<file path="config.mk">
export PLATFORM = sky130hd
export DESIGN_NAME = key_event_fifo
export DESIGN_NICKNAME = d
export VERILOG_FILES = /design/src/rtl/keypad_pkg.sv /design/src/rtl/sync_fifo.sv /design/src/rtl/key_event_fifo.sv
export SDC_FILE = /design/constraint.sdc
export NUM_CORES = 1
export LEC_CHECK = 0
export CAP_MARGIN = 40
export CORE_UTILIZATION = 50
export CTS_CLUSTER_SIZE = 10
export DETAILED_ROUTE_END_ITERATION = 10
export PLACE_DENSITY = 0.73
export SETUP_SLACK_MARGIN = 0.4
export SLEW_MARGIN = 20
export SYNTH_ARGS = -nofsm -noshare
export SYNTH_HDL_FRONTEND = slang
export SYNTH_SLANG_ARGS = --single-unit
</file>
<file path="constraint.sdc">
create_clock -name CLK -period 2.1 [get_ports CLK]
set_clock_uncertainty 0.05 [all_clocks]
set_input_delay 0.42 -clock CLK [delete_from_list [all_inputs] [get_ports CLK]]
set_output_delay 0.42 -clock CLK [all_outputs]
set_load 0.005 [all_outputs]
</file>
<file path="src/rtl/keypad_pkg.sv">
// Shared definitions for the keypad scanner back end.
package keypad_pkg;

  localparam int unsigned KEY_W          = 4;
  localparam int unsigned DEF_DEB_CYCLES = 50000;
  localparam int unsigned DEF_REL_CYCLES = 50000;
  localparam int unsigned DEF_CNT_W      = 16;
  localparam int unsigned DEF_DEPTH      = 4;

  // Debounce FSM states
  typedef enum logic [1:0] {
    IDLE      = 2'd0,
    PRESS_DEB = 2'd1,
    HELD      = 2'd2,
    REL_DEB   = 2'd3
  } key_state_e;

endpackage

</file>
<file path="src/rtl/sync_fifo.sv">
// First-word-fall-through synchronous FIFO with wrap-bit pointers.
module sync_fifo #(
  parameter int unsigned WIDTH = 4,
  parameter int unsigned DEPTH = 4
) (
  input  logic             clk_i,
  input  logic             rst_ni,
  input  logic             push_i,
  input  logic [WIDTH-1:0] data_i,
  input  logic             pop_i,
  output logic [WIDTH-1:0] head_o,
  output logic             empty_o,
  output logic             full_o,
  output logic             ovf_c
);

  localparam int unsigned AW = $clog2(DEPTH);
  localparam int unsigned PW = AW + 1;

  logic [PW-1:0]    wr_ptr_q, wr_ptr_d;
  logic [PW-1:0]    rd_ptr_q, rd_ptr_d;
  logic [WIDTH-1:0] mem_q [DEPTH];
  logic             empty, full;
  logic             do_push, do_pop;

  assign empty = (wr_ptr_q == rd_ptr_q);
  assign full  = (wr_ptr_q[AW] != rd_ptr_q[AW]) &&
                 (wr_ptr_q[AW-1:0] == rd_ptr_q[AW-1:0]);

  // A pop on a full FIFO frees the slot the simultaneous push lands in.
  assign do_pop  = pop_i & ~empty;
  assign do_push = push_i & (~full | do_pop);
  assign ovf_c   = push_i & full & ~do_pop;

  // Pointer advance
  always_comb begin
    wr_ptr_d = wr_ptr_q + PW'(do_push);
    rd_ptr_d = rd_ptr_q + PW'(do_pop);
  end

  // Pointer registers
  always_ff @(posedge clk_i) begin
    if (!rst_ni) begin
      wr_ptr_q <= '0;
      rd_ptr_q <= '0;
    end else begin
      wr_ptr_q <= wr_ptr_d;
      rd_ptr_q <= rd_ptr_d;
    end
  end

  // Storage; contents are only observed through the pointers, so no reset.
  always_ff @(posedge clk_i) begin
    if (do_push) begin
      mem_q[wr_ptr_q[AW-1:0]] <= data_i;
    end
  end

  assign head_o  = empty ? '0 : mem_q[rd_ptr_q[AW-1:0]];
  assign empty_o = empty;
  assign full_o  = full;

endmodule

</file>
<file path="src/rtl/key_event_fifo.sv">
// Debounces raw scanner output into one event per press and queues events.
module key_event_fifo
  import keypad_pkg::*;
#(
  parameter int unsigned DEB_CYCLES = DEF_DEB_CYCLES,
  parameter int unsigned REL_CYCLES = DEF_REL_CYCLES,
  parameter int unsigned CNT_W      = DEF_CNT_W,
  parameter int unsigned DEPTH      = DEF_DEPTH
) (
  input  logic             CLK,
  input  logic             RESET,
  input  logic             KeyRead,
  input  logic [KEY_W-1:0] BCDKey,
  input  logic             KEY_POP,
  input  logic             CLR_OVF,
  output logic [KEY_W-1:0] KEY_CODE,
  output logic             KEY_VALID,
  output logic             FULL,
  output logic             OVERFLOW
);

  key_state_e       state_q, state_d;
  logic [CNT_W-1:0] cnt_q, cnt_d;
  logic [KEY_W-1:0] code_q, code_d;
  logic             ovf_q, ovf_d;
  logic             push_c;
  logic             fifo_empty, fifo_full, fifo_ovf_c;
  logic             press_bounce, press_done, rel_done;

  assign press_bounce = ~KeyRead | (BCDKey != code_q);
  assign press_done   = (cnt_q == CNT_W'(DEB_CYCLES - 1));
  assign rel_done     = (cnt_q == CNT_W'(REL_CYCLES - 1));

  // State, counter and latched-code registers
  always_ff @(posedge CLK) begin
    if (!RESET) begin
      state_q <= IDLE;
      cnt_q   <= '0;
      code_q  <= '0;
    end else begin
      state_q <= state_d;
      cnt_q   <= cnt_d;
      code_q  <= code_d;
    end
  end

  // Next-state decode
  always_comb begin
    state_d = state_q;
    case (state_q)
      IDLE: begin
        if (KeyRead) state_d = PRESS_DEB;
      end
      PRESS_DEB: begin
        if (press_bounce)    state_d = IDLE;
        else if (press_done) state_d = HELD;
      end
      HELD: begin
        if (!KeyRead) state_d = REL_DEB;
      end
      REL_DEB: begin
        if (KeyRead)       state_d = HELD;
        else if (rel_done) state_d = IDLE;
      end
      default: state_d = IDLE;
    endcase
  end

  // Counter, code latch and push strobe per state
  always_comb begin
    cnt_d  = cnt_q;
    code_d = code_q;
    push_c = 1'b0;
    case (state_q)
      IDLE: begin
        if (KeyRead) begin
          code_d = BCDKey;
          cnt_d  = CNT_W'(1);
        end
      end
      PRESS_DEB: begin
        if (press_bounce) begin
          cnt_d = '0;
        end else if (press_done) begin
          push_c = 1'b1;
          cnt_d  = '0;
        end else begin
          cnt_d = cnt_q + CNT_W'(1);
        end
      end
      HELD: begin
        if (!KeyRead) cnt_d = CNT_W'(1);
      end
      REL_DEB: begin
        if (KeyRead || rel_done) cnt_d = '0;
        else                     cnt_d = cnt_q + CNT_W'(1);
      end
      default: begin
        cnt_d = '0;
      end
    endcase
  end

  // Sticky overflow; a new drop wins over a clear in the same cycle
  always_comb begin
    ovf_d = ovf_q;
    if (fifo_ovf_c)   ovf_d = 1'b1;
    else if (CLR_OVF) ovf_d = 1'b0;
  end

  // Overflow register
  always_ff @(posedge CLK) begin
    if (!RESET) ovf_q <= 1'b0;
    else        ovf_q <= ovf_d;
  end

  sync_fifo #(
    .WIDTH (KEY_W),
    .DEPTH (DEPTH)
  ) u_fifo (
    .clk_i   (CLK),
    .rst_ni  (RESET),
    .push_i  (push_c),
    .data_i  (code_q),
    .pop_i   (KEY_POP),
    .head_o  (KEY_CODE),
    .empty_o (fifo_empty),
    .full_o  (fifo_full),
    .ovf_c   (fifo_ovf_c)
  );

  assign KEY_VALID = ~fifo_empty;
  assign FULL      = fifo_full;
  assign OVERFLOW  = ovf_q;

endmodule

</file>
==> impl_results.md, run 1 <==
* Top_reg_cell synth: dfxtp_1
* Share of layout cells above drive strength 1 at 49.8%
* First-pass GRT wire length at 9.27 mm
* Clock transition at the registers of the reported paths at 0.09 ns
* CTS root buf: clkbuf_8
* CTS max path bufs at 2
* Area grow syn2layout at 55.4%
* Top cell type's share of synthesized area at 27.3%
* Final Util at 82.0%
* Hold-fix buffers, CTS at 0
* Cell Rows at 23
* N_diodes at 0
* Top cells by instance count after synthesis: dfxtp_1 (29), nor2_1 (17), edfxtp_1 (16), nand2_1 (16), o21ai_0 (12)
* Outcome: finished, violations left
* Hpwl dp at 3.38 mm
* Top-count cell post-synth: dfxtp_1
* Cells after synthesis at 208
* CTS tree: done
* CP Launch Type: flop
* Antenna violations before repair at 0
* Filler cells at 211
* Die ar. at 0.00451 mm²
* RD Place Congestion at 0.838
* CORE AREA at 0.00403 mm²
* CTS sink count at 45
* Number of global-route vias before repair at 1853
* Worst Tran Pin Value at 0.369 ns
* Leakage Power at 1.25 nW
* FF-to-FF setup slack at -0.04 ns
* Final Net Count at 294
* Placed insts at 290
* Via Count at 2004
* Worst Path Arrival at 2.06 ns
* Area contributors post-synth: dfxtp_1 (27%), edfxtp_1 (23%), mux4_2 (4.2%)
* Final setup TNS at -0.203 ns
* Failing checks: negative setup slack
* Fin crit period at 2.14 ns
* DR DRC count at 0
* Total global-route track usage at 28.7%
* RSZ-0062 raised after global routing: yes
* Max-cap viol count at 0
* Min-delay worst type: flop to flop
* Syn Area/Cell at 10.2 µm²
* Register area share after synthesis at 49.9%
* VDD IR max at 0.000601 V
* Number of library cell types mapped by synthesis at 41
* Post-route ant nets at 0
* Avg WL per Cell at 20.0 µm
* CP Class: flop to flop
* Largest net degree at the start of global routing at 15
* Max Fclk at 467 MHz
* Power Density at 519 mW/mm²
* Die width at 67.2 µm
* Crit Path Max Fanout at 4
* Yosys warning total at 0
* Vias per Instance at 6.05
* Grt total ovfl at 0
* Syn_nets at 222
* Die span in y at 67.2 µm
* Final Hold Vio Count at 0
* Max-slew violation count at 0
* Post-route worst setup slack at -0.0429 ns
* Io pins at 16
* Number of port buffers at 15
* CTS buffer count at 5
* Fin cells at 331
* CP Capture Type: flop
* Netlist Area Pre-Place at 0.00212 mm²
* Total wire length at 6.61 mm
* Worst-Skew Late Latency at 0.30 ns
* #FFs+latches synth at 45
* TritonRoute pass-1 iters at 4
* Initial Util at 52.7%
* Period Utilization, post-route at 102%
* Req. time, crit path at 2.02 ns
* Asr flop ratio synth at 0%
* Htree depth at 2
* Post-synth EDFFs at 16
* Dominant cell type by area after synthesis: dfxtp_1
* Slew HR at 75.2%
* Setup violators final at 8
* Detailed Route Iter0 Violations at 178
==> registers in the layout (all words and copies together) (netlist names) <==
signal	count
cnt_q	16
u_fifo.mem_q	16
code_q	4
u_fifo.rd_ptr_q	3
u_fifo.wr_ptr_q	3
state_q	2
OVERFLOW	1
==> cell type report <==
class                           instances  area (µm²)  area share [%]
Multi-Input combinational cell        148        1400            42.5
Inverter                                9        33.8            1.02
Tap cell                               50        62.6            1.89
Clock inverter                          2        35.0            1.06
Clock buffer                            6        72.6            2.20
Timing Repair Buffer                   71         606            18.3
Sequential cell                        45        1090            33.0
==> placed cells by master (no fill, tap or decap), types with 3 or more instances in the layout <==
cell | synthesis | final
dfxtp_1 | 29 | 18
nor2_4 | 0 | 3
o21ai_1 | 0 | 5
nand3_1 | 10 | 9
inv_1 | 9 | 8
nand4_1 | 4 | 4
nor2_1 | 17 | 12
o21ai_2 | 0 | 5
a21oi_1 | 8 | 5
clkbuf_8 | 0 | 5
nor4_4 | 0 | 5
nor3_1 | 6 | 4
and3_1 | 3 | 3
or3_1 | 5 | 3
dfxtp_4 | 0 | 6
nand2_1 | 16 | 15
buf_6 | 1 | 19
buf_4 | 0 | 37
mux2i_1 | 5 | 5
buf_2 | 1 | 6
edfxtp_1 | 16 | 16
xnor2_2 | 0 | 6
dfxtp_2 | 0 | 5
nor2b_1 | 8 | 5
dlygate4sd2_1 | 0 | 5
xor2_1 | 6 | 4
clkdlybuf4s50_1 | 0 | 4
a21oi_2 | 0 | 3
mux4_2 | 4 | 4
ha_4 | 0 | 4
==> stage by stage <==
stage	instance area, µm²	setup WS (ns)	hold slack (ns)	power (mW)
2_1_floorplan	2260	0.114	0.396	0.990
3_3_place_gp	2610	-0.294	0.410	1.04
5_1_grt	3300	-0.145	0.476	1.77
6_report	3300	-0.0429	0.451	1.71
3_5_place_dp	2610	-0.362	0.416	1.04
4_1_cts	3040	0.0373	0.427	1.68
==> cell families after synthesis <==
| group | share of synthesized area, % |
|---|---|
| AOI/OAI and AO/OA | 8.13 |
| xor gates and xnor gates | 5.77 |
| adders and majority gates | 2.94 |
| buffers and inverters | 3.24 |
| DFF | 49.9 |
| muxes | 6.60 |
| and+or+nand+nor | 23.4 |
==> routing by layer <==
metal	part of all wire, %	vias to the layer above	track usage, %
li1	-	903	-
met4	2.7	0	11.2
met2	52	104	47.5
met3	6.5	22	6.08
met5	0	-	0
met1	39	975	36.7
==> worst max-delay path, cell delays in order (launching register included) <==
cell     delay [ns]
dfxtp_4        0.37
ha_4           0.13
and4b_2        0.26
nand4_1        0.17
buf_4          0.18
or3_4          0.36
nor4_4         0.29
==> where the power goes <==
| part | total (mW) | switching (mW) | internal (mW) |
|---|---|---|---|
| clock | 0.649 | 0.296 | 0.353 |
| sequential | 0.922 | 0.0163 | 0.905 |
| combinational | 0.144 | 0.0759 | 0.0676 |
==> repair_timing <==
action,4_1_cts,5_1_grt
gates resized for setup,71,46
pin swaps,25,22
gates cloned,2,0
buffers inserted,22,9
endpoints found under the setup margin,44,47
==> worst paths after layout <==
path	startpoint	end	cells past startpoint
max	cnt_q[0]$_SDFFE_PN0P_	u_fifo.mem_q[2][0]$_DFFE_PP_	6
min	cnt_q[15]$_SDFFE_PN0P_	cnt_q[15]$_SDFFE_PN0P_	2
max reg2reg	cnt_q[0]$_SDFFE_PN0P_	u_fifo.mem_q[2][0]$_DFFE_PP_	6
min reg2reg	cnt_q[15]$_SDFFE_PN0P_	cnt_q[15]$_SDFFE_PN0P_	2
Power figures use the tool's default switching activity.
==> inputs of run 2 (changes only) <==
--- a/config.mk
+++ b/config.mk
@@ -11,7 +11,6 @@
 export DETAILED_ROUTE_END_ITERATION = 10
 export PLACE_DENSITY = 0.73
 export SETUP_SLACK_MARGIN = 0.4
-export SLEW_MARGIN = 20
 export SYNTH_ARGS = -nofsm -noshare
 export SYNTH_HDL_FRONTEND = slang
 export SYNTH_SLANG_ARGS = --single-unit
==> results of run 2 <==
Same layout as run 1: the final DEF is identical, and so are final timing and power.
